`config.mk`:
```
export PLATFORM = sky130hd
export DESIGN_NAME = dmem_arbiter
export DESIGN_NICKNAME = d
export VERILOG_FILES = /design/src/rtl/dmem_pkg.sv /design/src/rtl/dmem_arbiter_rr_arb2.sv /design/src/rtl/dmem_arbiter.sv
export SDC_FILE = /design/constraint.sdc
export NUM_CORES = 1
export LEC_CHECK = 0
export CAP_MARGIN = 20
export CELL_PAD_IN_SITES_DETAIL_PLACEMENT = 2
export CELL_PAD_IN_SITES_GLOBAL_PLACEMENT = 2
export CORE_ASPECT_RATIO = 0.9
export CORE_UTILIZATION = 25
export CTS_BUF_LIST = sky130_fd_sc_hd__clkbuf_4 sky130_fd_sc_hd__clkbuf_8
export DETAILED_ROUTE_END_ITERATION = 16
export GPL_TIMING_DRIVEN = 0
export HOLD_SLACK_MARGIN = 0.03
export MAX_ROUTING_LAYER = met4
export PLACE_DENSITY = 0.86
export SETUP_SLACK_MARGIN = 0.3
export SYNTH_ARGS = -nofsm -noshare
export SYNTH_HDL_FRONTEND = slang
export SYNTH_SLANG_ARGS = --single-unit
```
`constraint.sdc`:
```
create_clock -name clk -period 1.8 [get_ports clk]
set_input_delay 0.36 -clock clk [delete_from_list [all_inputs] [get_ports clk]]
set_output_delay 0.36 -clock clk [all_outputs]
set_load 0.02 [all_outputs]
```
`src/rtl/dmem_pkg.sv`:
```
// Shared definitions for the data-memory arbiter: default widths, FSM
// state encoding and requester port identifiers.
package dmem_pkg;

    localparam int unsigned ADDR_W_DEF = 8;
    localparam int unsigned DATA_W_DEF = 8;

    typedef enum logic [1:0] {
        IDLE  = 2'd0,
        ISSUE = 2'd1,
        RESP  = 2'd2
    } state_t;

    localparam logic PORT0 = 1'b0;
    localparam logic PORT1 = 1'b1;

    function automatic logic other_port(input logic p);
        return ~p;
    endfunction

endpackage

```
`src/rtl/dmem_arbiter_rr_arb2.sv`:
```
// Two-way winner select with a registered round-robin pointer; the pointer
// only moves when it was actually used to break a tie.
module rr_arb2
    import dmem_pkg::*;
#(
    parameter int unsigned FIXED_PRIO = 0
) (
    input  logic clk,
    input  logic rst_n,
    input  logic en,
    input  logic req0,
    input  logic req1,
    output logic any_req,
    output logic win
);

    localparam bit FIXED = (FIXED_PRIO != 0);

    logic ptr_q;
    logic tie;

    assign tie     = req0 & req1;
    assign any_req = req0 | req1;

    always_comb begin
        win = PORT0;
        if (tie) begin
            win = FIXED ? PORT0 : ptr_q;
        end else if (req1) begin
            win = PORT1;
        end
    end

    always_ff @(posedge clk) begin
        if (!rst_n) begin
            ptr_q <= PORT0;
        end else if (en && tie && !FIXED) begin
            ptr_q <= other_port(ptr_q);
        end
    end

endmodule

```
`src/rtl/dmem_arbiter.sv`:
```
// Serialises two requesters onto the single-port data memory:
// IDLE -> ISSUE -> RESP, one access every three cycles.
module dmem_arbiter
    import dmem_pkg::*;
#(
    parameter int unsigned ADDR_W     = ADDR_W_DEF,
    parameter int unsigned DATA_W     = DATA_W_DEF,
    parameter int unsigned FIXED_PRIO = 0
) (
    input  logic              clk,
    input  logic              rst_n,
    input  logic              req0,
    input  logic              we0,
    input  logic [ADDR_W-1:0] addr0,
    input  logic [DATA_W-1:0] wdata0,
    output logic              ack0,
    output logic [DATA_W-1:0] rdata0,
    input  logic              req1,
    input  logic              we1,
    input  logic [ADDR_W-1:0] addr1,
    input  logic [DATA_W-1:0] wdata1,
    output logic              ack1,
    output logic [DATA_W-1:0] rdata1,
    output logic              mem_read,
    output logic              mem_write,
    output logic [ADDR_W-1:0] mem_addr,
    output logic [DATA_W-1:0] mem_wdata,
    input  logic [DATA_W-1:0] mem_rdata,
    output logic              busy,
    output logic              gnt_id
);

    state_t state_q, state_d;

    logic              we_q;
    logic [ADDR_W-1:0] addr_q;
    logic [DATA_W-1:0] wdata_q;
    logic              gnt_q;
    logic [DATA_W-1:0] rdata0_q, rdata1_q;
    logic              any_req;
    logic              win;
    logic              arb_en;

    assign arb_en = (state_q == IDLE);

    rr_arb2 #(
        .FIXED_PRIO(FIXED_PRIO)
    ) u_arb (
        .clk    (clk),
        .rst_n  (rst_n),
        .en     (arb_en),
        .req0   (req0),
        .req1   (req1),
        .any_req(any_req),
        .win    (win)
    );

    always_ff @(posedge clk) begin
        if (!rst_n) begin
            state_q <= IDLE;
        end else begin
            state_q <= state_d;
        end
    end

    // Strobes and acks are gated by rst_n so an access caught by reset
    // never reaches the memory and is never acknowledged.
    always_comb begin
        state_d   = state_q;
        mem_read  = 1'b0;
        mem_write = 1'b0;
        ack0      = 1'b0;
        ack1      = 1'b0;
        busy      = (state_q != IDLE);
        case (state_q)
            IDLE: begin
                if (any_req) begin
                    state_d = ISSUE;
                end
            end
            ISSUE: begin
                state_d   = RESP;
                mem_write = rst_n & we_q;
                mem_read  = rst_n & ~we_q;
            end
            RESP: begin
                state_d = IDLE;
                ack0    = rst_n & (gnt_q == PORT0);
                ack1    = rst_n & (gnt_q == PORT1);
            end
            default: begin
                state_d = IDLE;
            end
        endcase
    end

    always_ff @(posedge clk) begin
        if (!rst_n) begin
            we_q    <= 1'b0;
            addr_q  <= '0;
            wdata_q <= '0;
            gnt_q   <= PORT0;
        end else if (state_q == IDLE && any_req) begin
            gnt_q <= win;
            if (win == PORT1) begin
                we_q    <= we1;
                addr_q  <= addr1;
                wdata_q <= wdata1;
            end else begin
                we_q    <= we0;
                addr_q  <= addr0;
                wdata_q <= wdata0;
            end
        end
    end

    always_ff @(posedge clk) begin
        if (!rst_n) begin
            rdata0_q <= '0;
            rdata1_q <= '0;
        end else begin
            if (ack0 && !we_q) begin
                rdata0_q <= mem_rdata;
            end
            if (ack1 && !we_q) begin
                rdata1_q <= mem_rdata;
            end
        end
    end

    // Memory data only arrives in RESP, so the ack cycle forwards it
    // directly; the holding register covers every later cycle.
    assign rdata0    = (ack0 && !we_q) ? mem_rdata : rdata0_q;
    assign rdata1    = (ack1 && !we_q) ? mem_rdata : rdata1_q;
    assign mem_addr  = addr_q;
    assign mem_wdata = wdata_q;
    assign gnt_id    = gnt_q;

endmodule

```
==> results.json <==
{
  "drt-total-wl_um": 8410,
  "synthSimpleGateAreaFrac_pct": 15.3,
  "synth_compound_area_share_pct": 36.3,
  "grt_pass1_wl_um": 12300,
  "syn_inst": 215,
  "tightestPinTransition_ns": 0.507,
  "syn_area_per_cell_um2": 9.09,
  "period_needed_ns": 1.96,
  "cap_violations": 0,
  "max_freq_mhz": 510,
  "synth_mux_area_share_pct": 0,
  "dpl.hpwl_um": 5380,
  "yosysUniqueCellTypes": 30,
  "core_um2": 7540,
  "ys_seq_area_share_pct": 37.9,
  "post-route-period-util_pct": 109,
  "synth_warnings": 0,
  "yosys.area_share.adder_pct": 0,
  "grt-ovfl-total": 0,
  "use_met1_pct": 22.8,
  "diodes": 0,
  "grt_max_degree": 11,
  "hp-class": "in2reg",
  "total_leakage_power_nw": 1.57,
  "drc_errors": 0,
  "ir_drop_mv": 0.245,
  "worstPathMaxFanout": 5,
  "rsz0062_at_grt": "true",
  "vias": 2172,
  "worst_ep_arrival_time_ns": 1.60,
  "dp_cells": 393,
  "finalHoldViolations": 0,
  "clock_latency_ns": 0.29,
  "busiest_layer": "met2",
  "cts_buffers": 5,
  "cp-start-kind": "flop",
  "first_global_vias": 2432,
  "layout-drive-gt1-share_pct": 38.1,
  "cp.required_ns": 1.44,
  "cts.sinks": 37,
  "cts_tree": "yes",
  "dieArea_um2": 8180,
  "setup_viol": 16,
  "clockRootBuffer": "clkbuf_8",
  "synth.net_count": 261,
  "end_kind": "primary output",
  "synth-xor-area-share_pct": 0,
  "die_w_um": 95.2,
  "maxSlewHeadroom_pct": 66.2,
  "drt_iter0_markers": 44,
  "avgViaCountPerCell": 5.03,
  "start_util_pct": 25.9,
  "h-tree-depth": 2,
  "wire_per_inst_um": 19.5,
  "clk_path_buf_depth": 2,
  "rows": 30,
  "nets": 382,
  "first_pass_iters": 4,
  "slew_violations": 0,
  "gp_congestion": 0.772,
  "synth_seq_cells": 37,
  "ant_nets": 0,
  "area_growth_pct": 88.7,
  "portBuffers": 82,
  "path_class": "reg2out",
  "placed_area_um2": 3090,
  "ioPinCount": 84,
  "finalClockSkew_ns": 0.00495,
  "p_total_mw": 2.28,
  "fin_cells": 432,
  "outcome": "complete, but fails checks",
  "final_cell_area_um2": 3690,
  "timing.final.ws_setup_ns": -0.160,
  "track_usage_pct": 20.3,
  "die_h_um": 85.9,
  "antenna_found_initial": 0,
  "gr-usage-met3_pct": 4.70,
  "grt.met2_usage_pct": 35.5,
  "violations": "setup timing",
  "clk_pin_slew_ns": 0.08,
  "syn_area_um2": 1950,
  "synth_top_family_by_area": "compound AO/OA/AOI/OAI gates",
  "power.density_nw_per_um2": 619,
  "cts_hold_buffers": 0
}
## cell families (layout without fill, tap and decap cells)
logic type | after synthesis | count (layout)
AOI/OAI and AO/OA | 88 | 88
and+or+nand+nor | 50 | 50
buffers and inverters | 40 | 161
DFF | 37 | 37
## report_power, final
group / internal (mW) / total (mW) / switching (mW)
sequential: 0.877 / 0.911 / 0.0338
combinational: 0.385 / 0.749 / 0.365
clock: 0.319 / 0.622 / 0.303
## layer usage
layer / wire (um) / vias up
met4: 130 / 0
li1: - / 1036
met3: 454 / 14
met2: 4420 / 81
met5: 0 / -
met1: 3400 / 1041
## metrics by stage
step / setup WS, ns / setup TNS, ns / hold slack, ns / utilization, %
after floorplan: 0.178 / 0 / 0.453 / -
after global placement: -0.912 / -20.50 / 0.470 / 41.0
after global routing: -0.221 / -3.19 / 0.526 / 48.9
after CTS: -0.187 / -2.41 / 0.495 / 46.2
final: -0.160 / -2.26 / 0.487 / 48.9
after detailed placement: -0.925 / -20.92 / 0.482 / 41.0
## cells in the final DEF, fill, tap and decap left out, types with 17 or more instances in the layout
cell              n
and3_1           17
buf_4            24
buf_6            31
clkdlybuf4s50_1  42
dfxtp_1          33
dlygate4sd2_1    17
inv_1            17
o21ai_4          17
o21bai_1         17
o311a_1          17
## cells in the mapped netlist (all sizes together)
cell type	count	area share [%]
nand2	1	0.19
buf	14	5.5
or3	1	0.32
o21bai	17	6.5
and2b	1	0.38
and3	19	6.1
and2	3	1.2
clkbuf	8	1.5
nand2b	1	0.45
a21boi	17	6.5
nand3	17	4.4
o311a	17	8.7
nor2b	1	0.32
o21ai	19	5.1
dfxtp	37	38
and3b	1	0.45
o31ai	16	9.0
nor3b	1	0.38
inv	18	3.5
a21oi	2	0.51
nor2	4	1.2
## area by class of cell
| class | count | area, um2 |
|---|---|---|
| Inverter | 18 | 67.6 |
| Fill cell | 785 | 3860 |
| Timing Repair Buffer | 114 | 1140 |
| Tap cell | 96 | 120 |
| Sequential cell | 37 | 751 |
| Multi-Input combinational cell | 138 | 1320 |
| Buffer | 22 | 206 |
| Clock buffer | 7 | 90.1 |
## worst max-delay path: stages (launching register included)
cell	delay [ns]
dfxtp_2	0.33
and3b_1	0.18
buf_6	0.12
and2_4	0.13
buf_6	0.13
buf_12	0.14
o21ai_4	0.14
buf_6	0.14
## registers in the layout, indices dropped and copies added (netlist names)
register	flops
rdata0_q	8
state_q	2
rdata1_q	8
mem_addr	8
mem_wdata	8
u_arb.ptr_q	1
gnt_id	1
we_q	1
## worst paths after layout
kind	from	to	slack (ns)	cells past startpoint
hold reg to reg	u_arb.ptr_q$_SDFFE_PN0P_	u_arb.ptr_q$_SDFFE_PN0P_	0.53	2
hold / removal	req1	gnt_id$_SDFFE_PN0P_	0.49	3
setup reg to reg	state_q[0]$_SDFFE_PN0P_	mem_addr[2]$_SDFFE_PN0P_	0.33	6
setup / recovery	we_q$_SDFFE_PN0P_	rdata0[3]	-0.16	7
## timing repair
| action | in CTS | in global routing |
|---|---|---|
| cloned | 1 | 3 |
| buffers inserted | 16 | 12 |
| resized for setup | 190 | 18 |
| setup endpoints to repair | 63 | 38 |
| pin swaps | 5 | 6 |
Power figures use the tool's default switching activity.
